<file path="config.mk">
export PLATFORM = sky130hd
export DESIGN_NAME = dcache_warmup_sequencer
export DESIGN_NICKNAME = d
export VERILOG_FILES = /design/src/rtl/dcache_warmup_pkg.sv /design/src/rtl/warmup_row_counter.sv /design/src/rtl/dcache_warmup_sequencer.sv
export SDC_FILE = /design/constraint.sdc
export NUM_CORES = 1
export LEC_CHECK = 0
export ABC_AREA = 1
export ABC_CLOCK_PERIOD_IN_PS = 4400
export BUFFER_PORTS_ARGS = -buffer_cell sky130_fd_sc_hd__clkbuf_2
export CORE_AREA = 4 4 260 262
export CTS_BUF_LIST = sky130_fd_sc_hd__clkbuf_8
export CTS_CLUSTER_DIAMETER = 100
export CTS_CLUSTER_SIZE = 25
export DETAILED_ROUTE_END_ITERATION = 7
export DIE_AREA = 0 0 264 266
export SKIP_CTS_REPAIR_TIMING = 1
export SLEW_MARGIN = 20
export SYNTH_ARGS = -nofsm -noshare
export SYNTH_HDL_FRONTEND = slang
export SYNTH_SLANG_ARGS = --single-unit
</file>
<file path="constraint.sdc">
create_clock -name clk -period 4.4 [get_ports clk]
set_clock_uncertainty 0.05 [all_clocks]
set_input_delay 1.32 -clock clk [delete_from_list [all_inputs] [get_ports clk]]
set_output_delay 1.32 -clock clk [all_outputs]
set_load 0.01 [all_outputs]
</file>
<file path="src/rtl/dcache_warmup_pkg.sv">
// Shared types and default-derived widths for the DCache warmup sequencer.
package dcache_warmup_pkg;

    localparam int unsigned SET_W = $clog2(64);
    localparam int unsigned ROW_W = $clog2(512);

    typedef enum logic [2:0] {
        ST_IDLE = 3'd0,
        ST_TAG  = 3'd1,
        ST_DATA = 3'd2,
        ST_HOLD = 3'd3,
        ST_DONE = 3'd4
    } warmup_state_e;

    function automatic int unsigned max_w(input int unsigned a, input int unsigned b);
        return (a > b) ? a : b;
    endfunction

endpackage

</file>
<file path="src/rtl/warmup_row_counter.sv">
// Loadable up-counter with a comparison flag against a caller-supplied terminal value.
module warmup_row_counter #(
    parameter int unsigned W = 9
) (
    input  logic         clk,
    input  logic         rst_n,
    input  logic         load,
    input  logic [W-1:0] load_val,
    input  logic         inc,
    input  logic [W-1:0] last_val,
    output logic [W-1:0] count,
    output logic         at_last_c
);

    logic [W-1:0] count_q, count_d;

    always_comb begin
        count_d = count_q;
        if (load) begin
            count_d = load_val;
        end else if (inc) begin
            count_d = count_q + W'(1);
        end
    end

    always_ff @(posedge clk or negedge rst_n) begin
        if (!rst_n) begin
            count_q <= '0;
        end else begin
            count_q <= count_d;
        end
    end

    assign count     = count_q;
    assign at_last_c = (count_q == last_val);

endmodule

</file>
<file path="src/rtl/dcache_warmup_sequencer.sv">
// Streams a warmup image into the DCache tag/data RW0 ports and holds the cache
// in reset until the image is written plus a settle window.
module dcache_warmup_sequencer
    import dcache_warmup_pkg::*;
#(
    parameter int unsigned SETS           = 64,
    parameter int unsigned WAYS           = 4,
    parameter int unsigned TAG_BITS       = 22,
    parameter int unsigned DATA_ROWS      = 512,
    parameter int unsigned DATA_BITS      = 256,
    parameter int unsigned DATA_MASK_BITS = 32,
    parameter int unsigned HOLD_CYCLES    = 10
) (
    input  logic                        clk,
    input  logic                        rst_n,
    input  logic                        start,
    input  logic                        bypass,
    input  logic                        in_valid,
    output logic                        in_ready,
    input  logic [DATA_BITS-1:0]        in_data,
    output logic [$clog2(SETS)-1:0]     tag_addr,
    output logic                        tag_en,
    output logic                        tag_wmode,
    output logic [WAYS*TAG_BITS-1:0]    tag_wdata,
    output logic [WAYS-1:0]             tag_wmask,
    output logic [$clog2(DATA_ROWS)-1:0] data_addr,
    output logic                        data_en,
    output logic                        data_wmode,
    output logic [DATA_BITS-1:0]        data_wdata,
    output logic [DATA_MASK_BITS-1:0]   data_wmask,
    output logic                        cache_hold,
    output logic                        busy,
    output logic                        done
);

    localparam int unsigned SET_AW = $clog2(SETS);
    localparam int unsigned ROW_AW = $clog2(DATA_ROWS);
    localparam int unsigned CNT_W  = max_w(SET_AW, ROW_AW);
    localparam int unsigned HOLD_W = $clog2(HOLD_CYCLES + 1);
    localparam int unsigned TAG_W  = WAYS * TAG_BITS;

    warmup_state_e state_q, state_d;

    logic [SET_AW-1:0]         tag_addr_q, tag_addr_d;
    logic                      tag_en_q, tag_en_d;
    logic [TAG_W-1:0]          tag_wdata_q, tag_wdata_d;
    logic [WAYS-1:0]           tag_wmask_q, tag_wmask_d;
    logic [ROW_AW-1:0]         data_addr_q, data_addr_d;
    logic                      data_en_q, data_en_d;
    logic [DATA_BITS-1:0]      data_wdata_q, data_wdata_d;
    logic [DATA_MASK_BITS-1:0] data_wmask_q, data_wmask_d;
    logic                      in_ready_q, in_ready_d;
    logic                      busy_q, busy_d;
    logic                      done_q, done_d;
    logic                      cache_hold_q, cache_hold_d;

    logic              accept_c;
    logic              cnt_load, cnt_inc, cnt_at_last_c;
    logic [CNT_W-1:0]  cnt_last, row_cnt;
    logic              hold_load, hold_inc, hold_at_last_c;
    logic [HOLD_W-1:0] hold_cnt;

    warmup_row_counter #(.W(CNT_W)) u_row_cnt (
        .clk       (clk),
        .rst_n     (rst_n),
        .load      (cnt_load),
        .load_val  ('0),
        .inc       (cnt_inc),
        .last_val  (cnt_last),
        .count     (row_cnt),
        .at_last_c (cnt_at_last_c)
    );

    // HOLD spans the last write-strobe cycle plus HOLD_CYCLES settle cycles.
    warmup_row_counter #(.W(HOLD_W)) u_hold_timer (
        .clk       (clk),
        .rst_n     (rst_n),
        .load      (hold_load),
        .load_val  ('0),
        .inc       (hold_inc),
        .last_val  (HOLD_W'(HOLD_CYCLES)),
        .count     (hold_cnt),
        .at_last_c (hold_at_last_c)
    );

    assign accept_c = in_valid && in_ready_q;

    always_comb begin
        state_d      = state_q;
        cnt_load     = 1'b0;
        cnt_inc      = 1'b0;
        hold_load    = 1'b0;
        hold_inc     = 1'b0;
        cnt_last     = (state_q == ST_TAG) ? CNT_W'(SETS - 1) : CNT_W'(DATA_ROWS - 1);
        tag_en_d     = 1'b0;
        tag_addr_d   = tag_addr_q;
        tag_wdata_d  = tag_wdata_q;
        tag_wmask_d  = tag_wmask_q;
        data_en_d    = 1'b0;
        data_addr_d  = data_addr_q;
        data_wdata_d = data_wdata_q;
        data_wmask_d = data_wmask_q;

        case (state_q)
            ST_IDLE: begin
                if (bypass) begin
                    state_d = ST_DONE;
                end else if (start) begin
                    state_d  = ST_TAG;
                    cnt_load = 1'b1;
                end
            end
            ST_TAG: begin
                if (accept_c) begin
                    tag_en_d    = 1'b1;
                    tag_addr_d  = row_cnt[SET_AW-1:0];
                    tag_wdata_d = in_data[TAG_W-1:0];
                    tag_wmask_d = '1;
                    if (cnt_at_last_c) begin
                        cnt_load = 1'b1;
                        state_d  = ST_DATA;
                    end else begin
                        cnt_inc = 1'b1;
                    end
                end
            end
            ST_DATA: begin
                if (accept_c) begin
                    data_en_d    = 1'b1;
                    data_addr_d  = row_cnt[ROW_AW-1:0];
                    data_wdata_d = in_data;
                    data_wmask_d = '1;
                    if (cnt_at_last_c) begin
                        hold_load = 1'b1;
                        state_d   = ST_HOLD;
                    end else begin
                        cnt_inc = 1'b1;
                    end
                end
            end
            ST_HOLD: begin
                if (hold_at_last_c) begin
                    state_d = ST_DONE;
                end else begin
                    hold_inc = 1'b1;
                end
            end
            ST_DONE: begin
                state_d = ST_DONE;
            end
            default: begin
                state_d = ST_IDLE;
            end
        endcase

        in_ready_d   = (state_d == ST_TAG) || (state_d == ST_DATA);
        busy_d       = in_ready_d || (state_d == ST_HOLD);
        done_d       = (state_d == ST_DONE);
        cache_hold_d = !done_d;
    end

    always_ff @(posedge clk or negedge rst_n) begin
        if (!rst_n) begin
            state_q      <= ST_IDLE;
            tag_addr_q   <= '0;
            tag_en_q     <= 1'b0;
            tag_wdata_q  <= '0;
            tag_wmask_q  <= '0;
            data_addr_q  <= '0;
            data_en_q    <= 1'b0;
            data_wdata_q <= '0;
            data_wmask_q <= '0;
            in_ready_q   <= 1'b0;
            busy_q       <= 1'b0;
            done_q       <= 1'b0;
            cache_hold_q <= 1'b1;
        end else begin
            state_q      <= state_d;
            tag_addr_q   <= tag_addr_d;
            tag_en_q     <= tag_en_d;
            tag_wdata_q  <= tag_wdata_d;
            tag_wmask_q  <= tag_wmask_d;
            data_addr_q  <= data_addr_d;
            data_en_q    <= data_en_d;
            data_wdata_q <= data_wdata_d;
            data_wmask_q <= data_wmask_d;
            in_ready_q   <= in_ready_d;
            busy_q       <= busy_d;
            done_q       <= done_d;
            cache_hold_q <= cache_hold_d;
        end
    end

    assign tag_addr   = tag_addr_q;
    assign tag_en     = tag_en_q;
    assign tag_wmode  = tag_en_q;
    assign tag_wdata  = tag_wdata_q;
    assign tag_wmask  = tag_wmask_q;
    assign data_addr  = data_addr_q;
    assign data_en    = data_en_q;
    assign data_wmode = data_en_q;
    assign data_wdata = data_wdata_q;
    assign data_wmask = data_wmask_q;
    assign in_ready   = in_ready_q;
    assign busy       = busy_q;
    assign done       = done_q;
    assign cache_hold = cache_hold_q;

endmodule

</file>
==> metrics <==
Setup violations, final=0; Std-Cell Rows=94; drt drc=0; area delta synth->final=29.6%; Crit Path Class=flop to output port; clk_lat worst skew=620 ps; vias per cell=3.98; Worst Max-Slew Pin Slew=855 ps; Die ar.=70200 um^2; Worst Path Max Fanout=33; Synth warnings=0; Period minus WS final=3120 ps; Post-Syn Area=15000 um^2; flop2flop setup slack=2200 ps; CP Launch Type=flop; first-pass GRT wire length=71.7 mm; Synth Area in Compound Gates=3.19%; pin count of the biggest net entering global routing=150; Post-DP Area=19000 um^2; Fin. Hold Viols=0; WL met2=23.0 mm; leading cell type in the layout, fill and taps excluded=nand2_1; Fill cells=7060; routed metal-1 wire length=19.7 mm; TritonCTS Buffers=21; nets@finish=2514; count of final max-slew check failures=0; simple-gate share of the synthesized area=25.6%; clk buf depth=3; crit end category=output port; sequential fraction of the synthesis area=64.1%; Post-Route WL=46.9 mm; H-tree depth=1; post-route design area=19400 um^2; Top delay family on crit path=flip-flops; Max Cap Violations=0; Pleak=11.2 nW; Hold Path End=tag_wdata[81]$_DFFE_PN0P_; highest metal used=met4; Max Freq=321 MHz; Worst EP arrival=1750 ps; outcome=completed; routed vias=12.4k; Final period util=70.8%; most frequent cells in the layout=nand2_1, clkbuf_2, dfrtp_1; die height=266 um; main combinational cell family by area after synthesis=simple AND/OR/NAND/NOR gates; Initial Util=22.9%; CORE AREA=65400 um^2; Post-DRT Antenna Nets=0; WL/cell=15.0 um; crit-path cells=clkbuf_2; Yosys reg bits=383; setup TNS=0 ps; Syn Nets=1919; Tot GR Track Use=12.5%; RR Startpoint=state_q[1]$_DFF_PN0_; Initial DRT Pass Iterations=5; post-synthesis adder-cell area fraction=0.251%; post-DP HPWL=35.1 mm; CTS root buffer=clkbuf_8; DIE WIDTH=264 um; GRT overflow=0; Synth Area in XOR/XNOR=0.410%; slowest CP cell=dfrtp_1; Worst VDD drop=0.000176 V; Reg2Reg Depth=9; Initial DRC Count=721; slew margin rel.=43.0%; global placement routability congestion=0.799; share of layout cells above drive strength 1=32.6%; Ports=664; WL met3=3.08 mm; Min-Delay Path Depth=2; pwr dens=341 nW/um^2; CTS tree=done; reg-to-reg critical path endpoint=u_row_cnt.count[3]$_DFFE_PN0P_; antenna violations before repair=1; clk sinks=383; vias in the first global route=12.4k; RSZ-0062 raised after global routing=false; CP required=3030 ps; HP Class=flop to flop; CP max stage delay=880 ps; worst path buffer plus inverter count=1; post-synthesis mux area share=0%; Clock transition at path regs=130 ps; post-synthesis cell type count=30; Hold Crit Start=tag_wdata[81]$_DFFE_PN0P_; PortBufs=663; Avg Cell Area, Syn=9.04 um^2; cell count after synthesis=1655
## cell usage after synthesis
library cell  number  share of area (%)
nand2_1          934                 23
dfrtp_1          382                 64
o21ai_0           70                2.3
inv_1             60                1.5
buf_4             48                2.4
buf_2             45                1.5
nand3_1           21               0.70
o21ai_1           20               0.67
clkbuf_1          15               0.38
nor2_1            15               0.38
buf_6              8               0.60
xor2_1             6               0.35
ha_1               3               0.25
nand3_2            3               0.20
nand3b_1           3               0.15
nor2_2             3               0.13
a21oi_1            2              0.067
inv_2              2              0.050
nand2_4            2               0.15
nor3_1             2              0.067
or2_2              2              0.084
a21boi_0           1              0.050
a31o_2             1              0.059
dfstp_2            1               0.18
inv_4              1              0.042
nand2_2            1              0.042
nor2_4             1              0.075
nor3_4             1               0.11
or2_1              1              0.042
xnor2_1            1              0.059
## layout make-up
type                            count  area (um^2)  area share (%)
Sequential cell                   383         9590            49.4
Multi-Input combinational cell   1093         4410            22.8
Inverter                           63          246            1.27
Clock buffer                       22          303            1.56
Tap cell                          864         1080            5.58
Timing Repair Buffer              688         3640            18.8
Clock inverter                     11          111           0.574
Antenna cell                        2         5.00          0.0258
## metrics by stage
| stage | hold WS (ps) | instances | setup slack, ps | total power, mW | util, % |
|---|---|---|---|---|---|
| after floorplan | 443 | 1655 | 1970 | 4.40 | - |
| after global placement | 402 | 3091 | 1210 | 5.01 | 29.0 |
| after detailed placement | 408 | 3091 | 1210 | 5.01 | 29.0 |
| after CTS | 440 | 3124 | 1160 | 6.75 | 29.6 |
| after global routing | 456 | 3125 | 1090 | 6.97 | 29.6 |
| final | 437 | 3126 | 1280 | 6.61 | 29.6 |
## registers in the layout (all words and copies together), names as in the netlist, 3 cells and up
name / flops
tag_addr: 6
u_hold_timer.count: 4
data_addr: 9
u_row_cnt.count: 9
data_wdata: 256
tag_wdata: 88
state_q: 3
## how the worst max path moves through the flow
stage | from | endpoint | slack, ps | depth (start not counted)
final | data_wmask[0]$_DFFE_PN0P_ | data_wmask[8] | 1280 | 1
after global routing | data_wmask[0]$_DFFE_PN0P_ | data_wmask[8] | 1090 | 1
after CTS | data_wmask[0]$_DFFE_PN0P_ | data_wmask[8] | 1160 | 1
after detailed placement | in_valid | u_row_cnt.count[4]$_DFFE_PN0P_ | 1210 | 10
after global placement | in_valid | u_row_cnt.count[0]$_DFFE_PN0P_ | 1210 | 10
after floorplan | data_wmask[0]$_DFFE_PN0P_ | data_wmask[10] | 1970 | 1
## report_power, final
group | switching [mW] | internal [mW] | leakage [nW]
clock network | 1.18 | 0.505 | 0.218
logic | 0.608 | 0.387 | 6.16
registers | 0.169 | 3.76 | 4.83
total | 1.95 | 4.66 | 11.2
## layer usage
layer / up-vias / global-route usage (%)
met5: - / 0
met4: 0 / 3.14
met3: 48 / 2.68
met2: 404 / 21.5
met1: 5833 / 16.2
li1: 6153 / -
## cell families after synthesis
group                    count (synthesis)
flip-flops                             383
buffers and inverters                  179
adder cells (fa/ha/maj)                  3
XOR/XNOR                                 7
AO/OA/AOI/OAI                           94
AND/OR/NAND/NOR                        989
(Power assumes the default switching activity.)
